===== config.mk =====
export PLATFORM = sky130hd
export DESIGN_NAME = mac_operand_sequencer
export DESIGN_NICKNAME = d
export VERILOG_FILES = /design/src/rtl/mac_operand_sequencer_pkg.sv /design/src/rtl/mac_operand_sequencer_buffer.sv /design/src/rtl/mac_operand_sequencer.sv
export SDC_FILE = /design/constraint.sdc
export NUM_CORES = 1
export LEC_CHECK = 0
export CORE_AREA = 2 2 205 106
export CTS_BUF_LIST = sky130_fd_sc_hd__clkbuf_4 sky130_fd_sc_hd__clkbuf_8 sky130_fd_sc_hd__clkbuf_16
export DETAILED_ROUTE_END_ITERATION = 8
export DIE_AREA = 0 0 207 108
export PLACE_DENSITY = 0.59
export SLEW_MARGIN = 5
export SYNTH_ARGS = -nofsm -noshare
export SYNTH_HDL_FRONTEND = slang
export SYNTH_HIERARCHICAL = 1
export SYNTH_SLANG_ARGS = --single-unit

===== constraint.sdc =====
create_clock -name clk -period 4.6 [get_ports clk]
set_input_delay 0.92 -clock clk [delete_from_list [all_inputs] [get_ports clk]]
set_output_delay 0.92 -clock clk [all_outputs]
set_load 0.1 [all_outputs]

===== src/rtl/mac_operand_sequencer_pkg.sv =====
// -----------------------------------------------------------------------------
// mac_operand_sequencer_pkg
// Shared widths, FSM state encoding and a small helper for the MAC operand
// sequencer and its operand buffer.
//   OP_W    : width of one MAC operand
//   ACC_W   : width of the MAC accumulated result
//   PAIR_W  : width of one stored operand pair {a, b}
//   state_t : sequencer FSM states IDLE -> GO -> FEED -> WAIT -> DONE
// -----------------------------------------------------------------------------
package mac_operand_sequencer_pkg;

    localparam int OP_W   = 4;
    localparam int ACC_W  = 12;
    localparam int PAIR_W = 2 * OP_W;

    typedef enum logic [2:0] {
        ST_IDLE = 3'd0,
        ST_GO   = 3'd1,
        ST_FEED = 3'd2,
        ST_WAIT = 3'd3,
        ST_DONE = 3'd4
    } state_t;

    // A start is only honoured for a sequence length of 1..depth pairs.
    function automatic logic len_ok(input int unsigned len, input int unsigned depth);
        return (len != 0) && (len <= depth);
    endfunction

endpackage


===== src/rtl/mac_operand_sequencer_buffer.sv =====
// -----------------------------------------------------------------------------
// mac_operand_sequencer_buffer
// DEPTH x PAIR_W register file holding the operand pairs the sequencer streams
// to the MAC. One synchronous write port, one combinational read port.
//   clk        : clock, rising edge
//   rst        : asynchronous active-high reset, clears every entry
//   wr_en_i    : write strobe (already qualified by the caller)
//   wr_addr_i  : write address
//   wr_data_i  : pair to store, {a, b}
//   rd_addr_i  : read address
//   rd_data_o  : pair at rd_addr_i, {a, b}
// -----------------------------------------------------------------------------
module mac_operand_sequencer_buffer
    import mac_operand_sequencer_pkg::*;
#(
    parameter int DEPTH  = 16,
    parameter int ADDR_W = 4
) (
    input  logic              clk,
    input  logic              rst,
    input  logic              wr_en_i,
    input  logic [ADDR_W-1:0] wr_addr_i,
    input  logic [PAIR_W-1:0] wr_data_i,
    input  logic [ADDR_W-1:0] rd_addr_i,
    output logic [PAIR_W-1:0] rd_data_o
);

    logic [DEPTH-1:0][PAIR_W-1:0] entries;

    genvar gi;
    generate
        for (gi = 0; gi < DEPTH; gi++) begin : g_entry
            logic [PAIR_W-1:0] entry_q;

            always_ff @(posedge clk or posedge rst) begin
                if (rst) begin
                    entry_q <= '0;
                end else if (wr_en_i && (wr_addr_i == ADDR_W'(gi))) begin
                    entry_q <= wr_data_i;
                end
            end

            assign entries[gi] = entry_q;
        end
    endgenerate

    assign rd_data_o = entries[rd_addr_i];

endmodule


===== src/rtl/mac_operand_sequencer.sv =====
// -----------------------------------------------------------------------------
// mac_operand_sequencer
// Initiator side of the MAC go/operand/done interface. A host loads operand
// pairs into a small buffer; on start the block pulses mac_go_o, streams the
// pairs one beat (BEAT_CYCLES cycles) each, waits for mac_done_i and captures
// the accumulated result.
//   clk             : clock, rising edge
//   rst             : asynchronous active-high reset
//   wr_en_i         : write one pair into the buffer (dropped while busy)
//   wr_addr_i       : buffer write address
//   wr_a_i, wr_b_i  : operand pair to write
//   start_i         : begin a sequence (ignored while busy or len invalid)
//   len_i           : number of pairs to send, 1..DEPTH, sampled on start
//   busy_o          : high from the cycle after an accepted start until DONE exits
//   result_o        : last captured mac_out_i, held until the next capture
//   result_valid_o  : one-cycle pulse in DONE when result_o was updated
//   err_o           : sticky timeout / early-done flag, cleared by accepted start
//   mac_go_o        : one-cycle start pulse to the MAC
//   mac_a_o,mac_b_o : current operand pair
//   mac_out_i       : MAC accumulated result
//   mac_done_i      : MAC completion level
// -----------------------------------------------------------------------------
module mac_operand_sequencer
    import mac_operand_sequencer_pkg::*;
#(
    parameter int DEPTH       = 16,
    parameter int ADDR_W      = 4,
    parameter int BEAT_CYCLES = 3,
    parameter int TIMEOUT     = 64
) (
    input  logic              clk,
    input  logic              rst,
    input  logic              wr_en_i,
    input  logic [ADDR_W-1:0] wr_addr_i,
    input  logic [OP_W-1:0]   wr_a_i,
    input  logic [OP_W-1:0]   wr_b_i,
    input  logic              start_i,
    input  logic [ADDR_W:0]   len_i,
    output logic              busy_o,
    output logic [ACC_W-1:0]  result_o,
    output logic              result_valid_o,
    output logic              err_o,
    output logic              mac_go_o,
    output logic [OP_W-1:0]   mac_a_o,
    output logic [OP_W-1:0]   mac_b_o,
    input  logic [ACC_W-1:0]  mac_out_i,
    input  logic              mac_done_i
);

    localparam int BEAT_W = $clog2(BEAT_CYCLES + 1);
    localparam int TMO_W  = $clog2(TIMEOUT + 1);

    state_t              state_q;
    logic [ADDR_W:0]     len_q;
    logic [ADDR_W-1:0]   idx_q;
    logic [BEAT_W-1:0]   beat_q;
    logic [TMO_W-1:0]    tmo_q;
    logic                busy_q;
    logic [ACC_W-1:0]    result_q;
    logic                result_valid_q;
    logic                err_q;
    logic                mac_go_q;
    logic [OP_W-1:0]     mac_a_q;
    logic [OP_W-1:0]     mac_b_q;

    logic                wr_fire;
    logic                start_ok;
    logic                last_beat;
    logic                last_pair;
    logic [ADDR_W-1:0]   rd_addr_d;
    logic [PAIR_W-1:0]   rd_data;
    logic [PAIR_W-1:0]   pair_d;

    // The buffer is frozen for the whole sequence.
    assign wr_fire  = wr_en_i && !busy_q;
    assign start_ok = start_i && len_ok(32'(len_i), 32'(DEPTH));

    // The read port always looks one pair ahead: pair 0 while idle (to be
    // registered on the start edge), otherwise the pair after the current one.
    assign rd_addr_d = (state_q == ST_IDLE) ? '0 : idx_q + 1'b1;

    // A write landing in the same cycle as an accepted start must already be
    // visible to the sequence, so forward it around the buffer.
    assign pair_d = (wr_fire && (wr_addr_i == rd_addr_d)) ? {wr_a_i, wr_b_i} : rd_data;

    assign last_beat = (beat_q == BEAT_W'(BEAT_CYCLES - 1));
    assign last_pair = ({1'b0, idx_q} == (len_q - 1'b1));

    mac_operand_sequencer_buffer #(
        .DEPTH  (DEPTH),
        .ADDR_W (ADDR_W)
    ) u_buffer (
        .clk       (clk),
        .rst       (rst),
        .wr_en_i   (wr_fire),
        .wr_addr_i (wr_addr_i),
        .wr_data_i ({wr_a_i, wr_b_i}),
        .rd_addr_i (rd_addr_d),
        .rd_data_o (rd_data)
    );

    always_ff @(posedge clk or posedge rst) begin
        if (rst) begin
            state_q        <= ST_IDLE;
            len_q          <= '0;
            idx_q          <= '0;
            beat_q         <= '0;
            tmo_q          <= '0;
            busy_q         <= 1'b0;
            result_q       <= '0;
            result_valid_q <= 1'b0;
            err_q          <= 1'b0;
            mac_go_q       <= 1'b0;
            mac_a_q        <= '0;
            mac_b_q        <= '0;
        end else begin
            mac_go_q       <= 1'b0;
            result_valid_q <= 1'b0;

            case (state_q)
                ST_IDLE: begin
                    if (start_ok) begin
                        len_q                <= len_i;
                        idx_q                <= '0;
                        beat_q               <= '0;
                        tmo_q                <= '0;
                        err_q                <= 1'b0;
                        busy_q               <= 1'b1;
                        mac_go_q             <= 1'b1;
                        {mac_a_q, mac_b_q}   <= pair_d;
                        state_q              <= ST_GO;
                    end
                end

                // Pair 0 is already on the bus; the GO cycle is not part of its beat.
                ST_GO: begin
                    state_q <= ST_FEED;
                end

                ST_FEED: begin
                    if (mac_done_i) begin
                        // MAC finished before all pairs were sent.
                        result_q       <= mac_out_i;
                        result_valid_q <= 1'b1;
                        err_q          <= 1'b1;
                        state_q        <= ST_DONE;
                    end else if (last_beat) begin
                        beat_q <= '0;
                        if (last_pair) begin
                            state_q <= ST_WAIT;
                        end else begin
                            idx_q              <= idx_q + 1'b1;
                            {mac_a_q, mac_b_q} <= pair_d;
                        end
                    end else begin
                        beat_q <= beat_q + 1'b1;
                    end
                end

                ST_WAIT: begin
                    if (mac_done_i) begin
                        result_q       <= mac_out_i;
                        result_valid_q <= 1'b1;
                        state_q        <= ST_DONE;
                    end else if (tmo_q == TMO_W'(TIMEOUT - 1)) begin
                        err_q   <= 1'b1;
                        state_q <= ST_DONE;
                    end else begin
                        tmo_q <= tmo_q + 1'b1;
                    end
                end

                ST_DONE: begin
                    busy_q  <= 1'b0;
                    state_q <= ST_IDLE;
                end

                default: begin
                    busy_q  <= 1'b0;
                    state_q <= ST_IDLE;
                end
            endcase
        end
    end

    assign busy_o         = busy_q;
    assign result_o       = result_q;
    assign result_valid_o = result_valid_q;
    assign err_o          = err_q;
    assign mac_go_o       = mac_go_q;
    assign mac_a_o        = mac_a_q;
    assign mac_b_o        = mac_b_q;

endmodule


==> flow_summary.ini <==
[sta]
layout_worst_path_cycle_share_pct = 69.2
timing_worst_slew_pin_value_ps = 997
fmax_ghz = 0.314
final-hold-violation-count = 0
finalMaxSlewViolations = 0
rsz0062_at_grt = false
relSlewSlack_pct = 33.3
fin_crit_ps = 3180
postLayoutSetupSlackWorst_ps = 1420
setup-tns-final_ps = 0
fin_worst_skew_ps = 11.2
report.final.setup_viol = 0

[synth]
ys_seq_elements = 173
syn_area_per_cell_um2 = 14.0
netlist_instances = 581
yosysWarningCount = 6
postSynth.topFlopCell = sky130_fd_sc_hd__dfrtp_1
synth.yosys.seq_area_share_pct = 53.4
syn-num-nets = 618
netlist_area_mm2 = 0.00811
synth_enable_flop_cells = 0
yosys.cell_types.count = 54
synth-async-reset-ratio_pct = 100

[pwr]
worst_ir_drop_vdd_mv = 0.355
cellInternalPower_mw = 4.26
netSwitchingPower_mw = 2.67
p_comb_share_pct = 42.6
powerDensity_mw_per_mm2 = 728
power.static_leakage_nw = 4.05
switching_share_pct = 38.6
seq_power_share_pct = 36.0
pwr-share-clk_pct = 21.3

[finish]
antenna_diode_count = 0
layout-area-overhead-vs-synth_pct = 17.4
final.fill_count = 1777
drive_above_1_share_pct = 33.6
layout_common_cells = sky130_fd_sc_hd__dfrtp_1, sky130_fd_sc_hd__mux2_2, sky130_fd_sc_hd__clkdlybuf4s50_1
post-route-cell-area_mm2 = 0.00952
design.final.nets = 667
final_util_pct = 46.7
most_common_cell_after_layout_fill_and_taps_aside = sky130_fd_sc_hd__dfrtp_1

[global_routing]
first_pass_grt_wire_length_um = 29100
global_route.overflow_total = 0
grt_antenna_before_repair = 0
grt_start_max_net_pins = 59
number_of_global_route_vias_before_repair = 5007
global_route.usage.total_pct = 17.2

[clock_network]
cts_tree = built
cts_setup_buffers = 0
clock_tree.htree_level_count = 4
number_of_buffers_created_by_cts = 17
cts_hold_repair.buffers = 0
clk_root_buffer_cell = sky130_fd_sc_hd__clkbuf_16
cts.clk_slew.worst_paths_ps = 60
cts.sink_count = 173
clkLatencyLatePin_ps = 430
max-clock-path-buffers = 2
cts-resized-gates = 0

[hold_path]
hold_class = flop to flop
worst_hold_startpoint = u_buffer/g_entry[8].entry_q[2]

[worst_setup_path]
worst-endpoint-arrival_ps = 3460
cp_max_fo = 19
timing.critical_path.to_type = flop
setup.worst_path.start = idx_q[0]
setup.worst_path.start_class = flop
crit-reg2reg-launch = idx_q[0]
cp_required_ps = 4880
criticalPathCategory = flop to flop

[floorplan]
die-area_mm2 = 0.0224
initial_core_util_pct = 39.8
floorplan.core_area_mm2 = 0.0204
die_w_um = 207
num_rows = 37
die_height_um = 108
num_io_pins = 58

[place]
numPortBuffers = 57
place_hpwl_um = 11900
preCtsSetupSlack_ps = 1130
placement.cell_area_mm2 = 0.00892
gp_congestion = 0.755

[status]
run_status = complete, no violations

[route]
wl_per_cell_um = 19.6
drcViolationCount = 0
vias_per_cell = 5.33
drt_first_pass_iters = 4
vias = 4874
starting_drc_count_in_detailed_routing = 265
detail_route.wirelength_um = 18000
ant_nets_after_route = 0

[run]
cap_viol_max_count = 0
-- stage by stage --
step                total power, mW  std cells  hold slack [ps]
floorplan                      4.80        581              459
global placement               5.42        884              469
detailed placement             5.49        884              480
CTS                            6.98        915              496
global route                   7.32        915              505
finish                         6.93        915              489
-- critical path: stages (launching register included) --
cell and delay (ps):
sky130_fd_sc_hd__dfrtp_1 520, sky130_fd_sc_hd__ha_1 430, sky130_fd_sc_hd__inv_1 100, sky130_fd_sc_hd__nor2_4 600, sky130_fd_sc_hd__mux4_2 630, sky130_fd_sc_hd__a22oi_1 240, sky130_fd_sc_hd__nand2_1 90, sky130_fd_sc_hd__mux2i_1 300
sky130_fd_sc_hd__a21oi_1 120
-- power groups by stage --
stage | combinational [mW] | clock, mW | sequential [mW]
floorplan | 1.64 | 0 | 3.16
global placement | 2.92 | 0 | 2.50
detailed placement | 2.96 | 0 | 2.52
CTS | 2.97 | 1.51 | 2.50
global route | 3.14 | 1.59 | 2.59
finish | 2.95 | 1.48 | 2.50
-- metal layers --
metal  up-vias  global-route usage, %  share of wire, %
met5         -                      0                 0
met4         0                   6.94               1.9
met3        21                   4.12               5.2
met2        98                   25.6                45
met1      2541                   24.5                48
li1       2214                      -                 -
-- state kept, by name (all words and copies together) (netlist names) --
register,cells
tmo_q,7
u_buffer/g_entry.entry_q,128
mac_a_o,4
mac_b_o,4
len_q,5
beat_q,2
err_o,1
result_valid_o,1
mac_go_o,1
busy_o,1
result_o,12
idx_q,4
state_q,3
-- synth_stat cells, types with 4 or more instances --
| cell | instances | area share (%) |
|---|---|---|
| sky130_fd_sc_hd__dfrtp_1 | 173 | 53 |
| sky130_fd_sc_hd__mux2_2 | 125 | 17 |
| sky130_fd_sc_hd__mux4_2 | 32 | 8.9 |
| sky130_fd_sc_hd__nand2_1 | 31 | 1.4 |
| sky130_fd_sc_hd__nor2_1 | 28 | 1.3 |
| sky130_fd_sc_hd__mux2_1 | 17 | 2.4 |
| sky130_fd_sc_hd__a22oi_1 | 16 | 1.5 |
| sky130_fd_sc_hd__buf_2 | 14 | 0.86 |
| sky130_fd_sc_hd__xnor2_1 | 13 | 1.4 |
| sky130_fd_sc_hd__a21oi_1 | 12 | 0.74 |
| sky130_fd_sc_hd__nand2b_1 | 11 | 0.85 |
| sky130_fd_sc_hd__clkbuf_1 | 10 | 0.46 |
| sky130_fd_sc_hd__mux2i_1 | 9 | 1.1 |
| sky130_fd_sc_hd__nor2_2 | 9 | 0.69 |
| sky130_fd_sc_hd__inv_1 | 8 | 0.37 |
| sky130_fd_sc_hd__nor2b_1 | 6 | 0.46 |
| sky130_fd_sc_hd__o21ai_0 | 5 | 0.31 |
| sky130_fd_sc_hd__buf_6 | 4 | 0.56 |
| sky130_fd_sc_hd__nand3_1 | 4 | 0.25 |
| sky130_fd_sc_hd__nor3_1 | 4 | 0.25 |
-- cell families after synthesis --
| group | after synthesis | synth area share, % |
|---|---|---|
| simple gates | 117 | 8.07 |
| fa+ha+maj | 3 | 0.463 |
| flops | 173 | 53.4 |
| xor+xnor | 16 | 1.73 |
| buf+inv | 41 | 2.53 |
| compound gates | 48 | 4.10 |
| mux | 183 | 29.7 |
-- path summary, 6_finish.rpt --
check	to	slack, ps	depth (start not counted)
setup reg to reg	mac_a_o[1]	1420	8
hold / removal	u_buffer/g_entry[8].entry_q[2]	490	1
min in group asynchronous	u_buffer/g_entry[11].entry_q[2]	1010	2
hold reg to reg	u_buffer/g_entry[8].entry_q[2]	490	1
max in group asynchronous	u_buffer/g_entry[1].entry_q[7]	2780	3
setup / recovery	mac_a_o[1]	1420	8
-- final cells by class --
class	count	area [um^2]	area share [%]
Clock buffer	19	453	4.76
Clock inverter	12	150	1.58
Inverter	9	36.3	0.381
Multi-Input combinational cell	367	3590	37.7
Sequential cell	173	4330	45.5
Tap cell	273	342	3.59
Timing Repair Buffer	62	621	6.52
Power figures use the tool's default switching activity.
